### src/rtl/muldiv_unit.sv
// Iterative RV32M multiply/divide unit: radix-2 shift-add multiply and
// restoring divide on operand magnitudes. Results carry their rd tag.
module muldiv_unit #(
    parameter int unsigned XLEN  = 32,
    parameter int unsigned TAG_W = 5
) (
    input  logic             clk,
    input  logic             rst,
    input  logic             start,
    input  logic             flush,
    input  logic [2:0]       op,
    input  logic [XLEN-1:0]  a,
    input  logic [XLEN-1:0]  b,
    input  logic [TAG_W-1:0] rd_in,
    output logic             busy,
    output logic             done,
    output logic [XLEN-1:0]  result,
    output logic [TAG_W-1:0] rd_out
);

    localparam int unsigned CNT_W = $clog2(XLEN);
    localparam logic [XLEN-1:0] MinNeg = {1'b1, {(XLEN-1){1'b0}}};

    typedef enum logic [1:0] {StIdle, StMul, StDiv} state_t;

    state_t             state_q;
    logic [CNT_W-1:0]   cnt_q;
    logic [TAG_W-1:0]   rd_q;
    logic               sel_hi_q;   // multiply returns upper product half
    logic               sel_rem_q;  // divide returns remainder
    logic               neg_res_q;  // negate product / quotient
    logic               neg_rem_q;  // negate remainder (dividend sign)
    logic [XLEN-1:0]    opnd_q;     // multiplicand or divisor magnitude
    logic [2*XLEN-1:0]  acc_q;      // MUL: {partial, multiplier}; DIV: {rem, quo}

    logic              signed_a, signed_b, neg_a, neg_b;
    logic [XLEN-1:0]   mag_a, mag_b;
    logic              div_zero, div_ovf, special;
    logic [XLEN-1:0]   special_res;
    logic [XLEN:0]     mul_add;
    logic [2*XLEN-1:0] mul_next, prod;
    logic [XLEN:0]     shifted, diff;
    logic [2*XLEN-1:0] div_next;
    logic [XLEN-1:0]   quo_s, rem_s, mul_res, div_res;
    logic              last;

    // Operand decode, magnitudes and divide special cases at accept
    always_comb begin
        signed_a    = op[2] ? ~op[0] : (op[1:0] != 2'b11);
        signed_b    = op[2] ? ~op[0] : ~op[1];
        neg_a       = signed_a & a[XLEN-1];
        neg_b       = signed_b & b[XLEN-1];
        mag_a       = neg_a ? -a : a;
        mag_b       = neg_b ? -b : b;
        div_zero    = (b == '0);
        div_ovf     = ~op[0] & (a == MinNeg) & (b == '1);
        special     = op[2] & (div_zero | div_ovf);
        special_res = '0;
        if (div_zero) begin
            special_res = op[1] ? a : '1;
        end else begin
            special_res = op[1] ? '0 : a;
        end
    end

    // One iteration step of each datapath plus final sign fix-up
    always_comb begin
        mul_add  = {1'b0, acc_q[2*XLEN-1:XLEN]} + (acc_q[0] ? {1'b0, opnd_q} : '0);
        mul_next = {mul_add, acc_q[XLEN-1:1]};
        prod     = neg_res_q ? -mul_next : mul_next;
        mul_res  = sel_hi_q ? prod[2*XLEN-1:XLEN] : prod[XLEN-1:0];

        shifted  = {acc_q[2*XLEN-1:XLEN], acc_q[XLEN-1]};
        diff     = shifted - {1'b0, opnd_q};
        // No borrow means the shifted remainder reached the divisor
        if (!diff[XLEN]) begin
            div_next = {diff[XLEN-1:0], acc_q[XLEN-2:0], 1'b1};
        end else begin
            div_next = {shifted[XLEN-1:0], acc_q[XLEN-2:0], 1'b0};
        end
        quo_s    = neg_res_q ? -div_next[XLEN-1:0] : div_next[XLEN-1:0];
        rem_s    = neg_rem_q ? -div_next[2*XLEN-1:XLEN] : div_next[2*XLEN-1:XLEN];
        div_res  = sel_rem_q ? rem_s : quo_s;

        last     = (cnt_q == CNT_W'(XLEN - 1));
    end

    // Control FSM with registered outputs and iteration datapath
    always_ff @(posedge clk) begin
        if (rst) begin
            state_q   <= StIdle;
            cnt_q     <= '0;
            rd_q      <= '0;
            sel_hi_q  <= 1'b0;
            sel_rem_q <= 1'b0;
            neg_res_q <= 1'b0;
            neg_rem_q <= 1'b0;
            opnd_q    <= '0;
            acc_q     <= '0;
            busy      <= 1'b0;
            done      <= 1'b0;
            result    <= '0;
            rd_out    <= '0;
        end else begin
            done <= 1'b0;
            if (flush) begin
                state_q <= StIdle;
                busy    <= 1'b0;
            end else begin
                unique case (state_q)
                    StIdle: begin
                        if (start) begin
                            if (special) begin
                                done   <= 1'b1;
                                result <= special_res;
                                rd_out <= rd_in;
                            end else begin
                                state_q   <= op[2] ? StDiv : StMul;
                                busy      <= 1'b1;
                                cnt_q     <= '0;
                                rd_q      <= rd_in;
                                sel_hi_q  <= (op[1:0] != 2'b00);
                                sel_rem_q <= op[1];
                                neg_res_q <= neg_a ^ neg_b;
                                neg_rem_q <= neg_a;
                                opnd_q    <= op[2] ? mag_b : mag_a;
                                acc_q     <= {{XLEN{1'b0}}, (op[2] ? mag_a : mag_b)};
                            end
                        end
                    end
                    StMul: begin
                        acc_q <= mul_next;
                        cnt_q <= cnt_q + CNT_W'(1);
                        if (last) begin
                            state_q <= StIdle;
                            busy    <= 1'b0;
                            done    <= 1'b1;
                            result  <= mul_res;
                            rd_out  <= rd_q;
                        end
                    end
                    StDiv: begin
                        acc_q <= div_next;
                        cnt_q <= cnt_q + CNT_W'(1);
                        if (last) begin
                            state_q <= StIdle;
                            busy    <= 1'b0;
                            done    <= 1'b1;
                            result  <= div_res;
                            rd_out  <= rd_q;
                        end
                    end
                    default: begin
                        state_q <= StIdle;
                        busy    <= 1'b0;
                    end
                endcase
            end
        end
    end

endmodule
### config.mk
export PLATFORM = sky130hd
export DESIGN_NAME = muldiv_unit
export DESIGN_NICKNAME = d
export VERILOG_FILES = /design/src/rtl/muldiv_unit.sv
export SDC_FILE = /design/constraint.sdc
export NUM_CORES = 1
export LEC_CHECK = 0
export BUFFER_PORTS_ARGS = -buffer_cell sky130_fd_sc_hd__buf_2
export CAP_MARGIN = 20
export CORE_MARGIN = 2
export CORE_UTILIZATION = 44
export DETAILED_ROUTE_END_ITERATION = 10
export GPL_TIMING_DRIVEN = 0
export SYNTH_ARGS = -nofsm -noshare
export SYNTH_HDL_FRONTEND = slang
export SYNTH_SLANG_ARGS = --single-unit
### constraint.sdc
create_clock -name clk -period 13.6 [get_ports clk]
set_input_delay 1.36 -clock clk [delete_from_list [all_inputs] [get_ports clk]]
set_output_delay 1.36 -clock clk [all_outputs]
set_load 0.02 [all_outputs]
==> results.toml, run 1 <==
[pwr]
p_comb_frac = 0.404
internal_power_w = 0.0009253
swShare = 0.4466
power_leakage_nw = 7.404
ir_worst_vdd_mv = 0.09007
pwr-share-seq = 0.282
p_sw_w = 0.0007467
power_density_nw_per_um2 = 84.55
clockPowerShare = 0.313

[setup_path]
path_cells = "inv_1 > ha_1 > fa_1 > nand2b_1 > a211o_1 > a211oi_1 > o21ai_0 > a211oi_1 > inv_1 > clkbuf_1 > buf_1 > a21oi_1 > ha_1 > nand2_1 > a2111oi_0 > mux2_2 > o21ai_0 > a2111o_1 > and2_1 > xnor2_1 > a2111oi_0 > buf_1 > nor4_1"
crit_type = "flip-flop to flip-flop"
endpoint = "result[22]$_SDFFE_PP0P_"
cp_num_cells = 23
crit_path_end_kind = "flip-flop"
r2r_start = "acc_q[31]$_SDFFE_PP0P_"
rr_worst_depth = 23
crit_family = "compound AO/OA/AOI/OAI gates"
max_stage_delay_ns = 0.82
worst_path_max_delay_cell = "a211oi_1"
cp.required_ns = 13.96
worstSetupStartpoint = "acc_q[31]$_SDFFE_PP0P_"
r2r_setup_slack_ns = 4.33
worst-path-buf-inv = 5
cp_max_fo = 10
reg2reg_to = "result[22]$_SDFFE_PP0P_"
startpoint_type = "flip-flop"
arrival_ns = 9.63

[cts]
htreeDepth = 4
cts_tree = "done"
clkLatencyLatePin_ns = 0.51
numCtsBuffers = 17
ctsResizeCount = 0
postCtsSetupBuffers = 0
ctsHoldBuffers = 0
clk_pin_slew_worst_paths_ns = 0.07
cts_sinks = 151
clock_path_buffers = 2
cts_root_buf = "clkbuf_16"

[timing]
max_slew_margin = 0.2224
finClkSkew_ns = 0.01939
maxSlewViolCount = 0
fmax_mhz = 107.9
holdWs_ns = 0.4552
tns_ns = 0
grt_setup_unrepaired = "false"
setup_viol = 0
hold_violations = 0
fin_crit_ns = 9.270
tightestPinTransition_ns = 1.137
min_period_over_period = 0.6816

[die]
chipWidth_um = 205.7
io_pins = 115
fp.dieH_um = 205.7
die_area_um2 = 42300
rows = 73
start_util = 0.4483
core_area_um2 = 39910

[yosys]
async_flop_share = 0
syn-num-nets = 2776
synth_common_cells = "nor2_1, nand2_1, a21oi_1, clkbuf_1, o21ai_0"
synth_edf_count = 0
syn_inst = 2622
ys.flop_type = "dfxtp_1"
yosysTopAreaCellShare = 0.1689
ys_top_cells_by_area = "dfxtp_1, a21oi_1, nor2_1"
synth_area_um2 = 17890
syn_avg_cell_area_um2 = 6.825
synth.distinct_cells = 93
ys_ff_latch = 151
yosys_warnings = 0
synth_top_area_cell = "dfxtp_1"
ys_seq_area_frac = 0.1689
yosysMostFrequentCell = "nor2_1"

[placed_design]
place.gp.congestion = 1.038
io_buffers = 112
dp_hpwl_um = 75300

[detailed_routing]
wl_per_cell_um = 28.00
dr.pass1.iters = 8
drt_wl_total_um = 92400
vias_per_cell = 6.732
vias = 22210
final_antenna_net_count = 0
drtIter0Drc = 3065
drc = 0

[global_route]
grt_start_max_net_pins = 19
antenna_found_initial = 3
grt_pass1_vias = 19860
globalRouteOverflowTotal = 0
grt_pass1_wl_um = 132200
track_usage = 0.4296

[job]
maxCapViolCount = 0

[hold_path]
worstHoldStart = "opnd_q[14]$_SDFFE_PP0P_"
hp-class = "flip-flop to flip-flop"

[finish]
drive_gt1_frac = 0.07898
multiInputGateArea_um2 = 13740
final_nets = 2914
area_growth_pct = 10.52
nFillCells = 4149
final-seq-area_um2 = 3023

[outcome]
status = "finished clean"
==> how the worst min path moves through the flow <==
stage	slack [ns]	depth (start not counted)	to
after floorplan	0.43	2	opnd_q[12]$_SDFFE_PP0P_
after global placement	0.43	2	result[19]$_SDFFE_PP0P_
after detailed placement	0.44	2	result[13]$_SDFFE_PP0P_
after CTS	0.46	2	result[2]$_SDFFE_PP0P_
after global routing	0.48	2	result[11]$_SDFFE_PP0P_
final	0.46	2	opnd_q[14]$_SDFFE_PP0P_
==> stage by stage <==
stage	area, um^2	power [W]	utilization	cells	setup WS [ns]
after floorplan	17890	0.0008796	-	2622	8.197
after global placement	19110	0.001119	0.4788	3259	4.425
after detailed placement	19140	0.001122	0.4795	3265	4.804
after CTS	19770	0.001640	0.4952	3297	4.769
after global routing	19770	0.001722	0.4954	3299	4.167
final	19780	0.001672	0.4955	3300	4.330
==> kinds of logic after synthesis <==
| logic type | after synthesis | synth area share |
|---|---|---|
| compound gates | 848 | 0.3110 |
| mux | 58 | 0.03496 |
| xor+xnor | 184 | 0.09006 |
| buf+inv | 295 | 0.06342 |
| simple gates | 977 | 0.2589 |
| fa+ha+maj | 109 | 0.07272 |
| flops | 151 | 0.1689 |
==> layout by cell type (no fill, tap or decap), types with 91 or more instances in the layout <==
cell type / n
nor3_1: 95
xnor2_1: 91
nand2_1: 269
nor2_1: 305
xor2_1: 93
clkbuf_1: 185
buf_2: 126
a21oi_1: 240
dfxtp_1: 151
o21ai_0: 179
==> power groups by stage <==
stage	logic, W	registers (W)	clock network, W
floorplan	0.000398	0.000482	0
global placement	0.000638	0.000481	0
detailed placement	0.000641	0.000482	0
CTS	0.000644	0.000472	0.000525
global route	0.000705	0.000474	0.000543
finish	0.000676	0.000472	0.000524
==> layout make-up <==
class                      instances  share of cell area
sequential                       151              0.1529
multi-input combinational       2176              0.6946
antenna                            2           0.0002531
timing repair buffer             119             0.02993
clock inverter                    15             0.01025
inverter                          80             0.01518
clock buffer                      17             0.02151
tap                              525             0.03322
buffer                           215             0.04220
==> worst register-to-register path, cell delays in order, from the launching register on <==
cell and delay [ns]:
dfxtp_1 0.50, inv_1 0.25, ha_1 0.28, fa_1 0.43, nand2b_1 0.25, a211o_1 0.38, a211oi_1 0.72, o21ai_0 0.20
a211oi_1 0.82, inv_1 0.42, clkbuf_1 0.39, buf_1 0.43, a21oi_1 0.43, ha_1 0.30, nand2_1 0.14, a2111oi_0 0.67
mux2_2 0.39, o21ai_0 0.32, a2111o_1 0.50, and2_1 0.20, xnor2_1 0.15, a2111oi_0 0.66, buf_1 0.24, nor4_1 0.08
==> layer usage <==
layer,wire (um),up-vias,track usage,share of wire
met2,38190,1520,0.6243,0.41
met3,11180,268,0.09867,0.12
li1,-,9884,-,-
met1,37290,10540,0.5796,0.40
met5,0,-,0,0
met4,5741,0,0.2446,0.062
==> flip-flops by register name, summed over array words and instances, names as in the netlist <==
signal     flops
busy           1
opnd_q        32
sel_hi_q       1
state_q        2
cnt_q          5
sel_rem_q      1
acc_q         64
done           1
neg_res_q      1
result        32
neg_rem_q      1
rd_out         5
rd_q           5
Power figures use the tool's default switching activity.
==> run 2: changes to the inputs <==
- clock period: 13.6 -> 8.2 ns (I/O delays scaled with it)
==> run 2 against run 1 <==
Die area unchanged. Highest routed layer unchanged. Sequential power up 66%. Clock skew down 0.0017 ns. Total power up 66%.
==> results.toml, run 2 (synthesis results as in run 1) <==
[detailed_routing]
drtIter0Drc = 3064
final_antenna_net_count = 0
dr.pass1.iters = 6
wl_per_cell_um = 27.97
drt_wl_total_um = 92350
drc = 0
vias = 22280
vias_per_cell = 6.747

[cts]
clkLatencyLatePin_ns = 0.51
cts_root_buf = "clkbuf_16"
cts_tree = "done"
htreeDepth = 4
numCtsBuffers = 17
clock_path_buffers = 2
clk_pin_slew_worst_paths_ns = 0.07
ctsHoldBuffers = 0
cts_sinks = 151

[timing]
fmax_mhz = 125.5
maxSlewViolCount = 0
hold_violations = 0
min_period_over_period = 0.9716
setup_viol = 0
finClkSkew_ns = 0.01768
tns_ns = 0
tightestPinTransition_ns = 1.168
fin_crit_ns = 7.967
layout_setup_ws_ns = 0.2332
max_slew_margin = 0.2211
grt_setup_unrepaired = "false"

[pwr]
clockPowerShare = 0.312
power_density_nw_per_um2 = 139.9
p_comb_frac = 0.405
power_leakage_nw = 7.425
pwr-share-seq = 0.283
p_sw_w = 0.001234
ir_worst_vdd_mv = 0.1490
swShare = 0.4454
internal_power_w = 0.001537

[outcome]
status = "finished clean"

[finish]
final_common_cell = "nor2_1"
top_regs = "acc_q x64, opnd_q x32, result x32"
area_growth_pct = 10.69
drive_gt1_frac = 0.08144
top_register = "acc_q"
stdcell_count = 3302
final_cell_area_um2 = 19810
largest_register_ffs = 64
most-common-layout-cells = "nor2_1, nand2_1, a21oi_1"
final_nets = 2916

[setup_path]
cp_max_fo = 10
arrival_ns = 8.33
crit_type = "flip-flop to flip-flop"
startpoint_type = "flip-flop"
crit_path_end_kind = "flip-flop"
cp.required_ns = 8.56

[global_route]
globalRouteOverflowTotal = 0
grt_pass1_wl_um = 132200
grt_start_max_net_pins = 19
antenna_found_initial = 3
track_usage = 0.4299
grt_pass1_vias = 19860

[placed_design]
io_buffers = 112
place.gp.congestion = 1.038
dp_hpwl_um = 75300
post_dp_cell_area_um2 = 19140
dpl.cell_count = 3265
pre_cts_slack_ns = -0.5960

[die]
start_util = 0.4483
rows = 73
io_pins = 115
die_area_um2 = 42300
chipWidth_um = 205.7
fp.dieH_um = 205.7
core_area_um2 = 39910

[hold_path]
hp-class = "flip-flop to flip-flop"

[job]
maxCapViolCount = 0
run 2: cell count changes in the layout (fill, tap and decap cells not counted), sizes merged:
| cell | before | now |
|---|---|---|
| clkbuf | 202 | 204 |
run 2: repair_timing:
item                       4_1_cts  5_1_grt
setup endpoints to repair        5        3
resized for setup                3        5
setup buffers                    0        2
pin swaps                        0        1
run 2: worst paths after layout:
check	from	endpoint	slack, ns	cells after the start
worst max register to register	acc_q[31]$_SDFFE_PP0P_	result[22]$_SDFFE_PP0P_	0.23	25
worst min register to register	opnd_q[24]$_SDFFE_PP0P_	opnd_q[24]$_SDFFE_PP0P_	0.46	2
worst max-delay path	acc_q[31]$_SDFFE_PP0P_	result[22]$_SDFFE_PP0P_	0.23	25
worst min-delay path	opnd_q[24]$_SDFFE_PP0P_	opnd_q[24]$_SDFFE_PP0P_	0.46	2
run 2: layer usage:
layer,up-vias,wire length (um),GRT usage
met5,-,0,0
met4,0,5927,0.2451
met3,286,10860,0.09899
met2,1527,38130,0.6236
met1,10560,37420,0.5804
li1,9904,-,-
run 2: critical path, cell delays in order (launching register included):
cell and delay, ns:
dfxtp_1 0.51, inv_1 0.26, ha_1 0.28, fa_1 0.43, nand2b_1 0.25, a211o_1 0.40
a211oi_2 0.50, o211a_1 0.25, a211oi_2 0.05, buf_4 0.16, inv_1 0.27, clkbuf_2 0.32
clkbuf_2 0.37, nor2_1 0.08, a21oi_1 0.27, ha_1 0.30, nand2_1 0.15, a2111oi_1 0.55
mux2_2 0.38, o21ai_0 0.31, a2111o_1 0.49, and2_1 0.19, xnor2_1 0.15, a2111oi_1 0.56
buf_1 0.24, nor4_1 0.08
run 2: power groups by stage:
| stage | combinational [W] | sequential (W) | clock, W |
|---|---|---|---|
| 2_1_floorplan | 0.000660 | 0.000799 | 0 |
| 4_1_cts | 0.00107 | 0.000782 | 0.000870 |
| 3_3_place_gp | 0.00106 | 0.000798 | 0 |
| 5_1_grt | 0.00117 | 0.000786 | 0.000901 |
| 3_5_place_dp | 0.00106 | 0.000799 | 0 |
| 6_report | 0.00112 | 0.000784 | 0.000865 |
run 2: layout make-up:
| class | count | area (um^2) |
|---|---|---|
| Inverter | 80 | 300.3 |
| Sequential cell | 151 | 3023 |
| Tap cell | 525 | 656.9 |
| Timing Repair Buffer | 121 | 606.8 |
| Clock inverter | 15 | 202.7 |
| Fill cell | 4148 | 20110 |
| Multi-Input combinational cell | 2176 | 13750 |
| Antenna cell | 2 | 5.005 |
| Clock buffer | 17 | 425.4 |
| Buffer | 215 | 838.3 |
run 2: through the flow:
stage                     power [W]  utilization  hold slack [ns]
final                      0.002771       0.4963           0.4556
after global routing       0.002861       0.4962           0.4782
after CTS                  0.002721       0.4955           0.4577
after detailed placement   0.001861       0.4795           0.4418
after global placement     0.001856       0.4788           0.4265
after floorplan            0.001459            -           0.4319
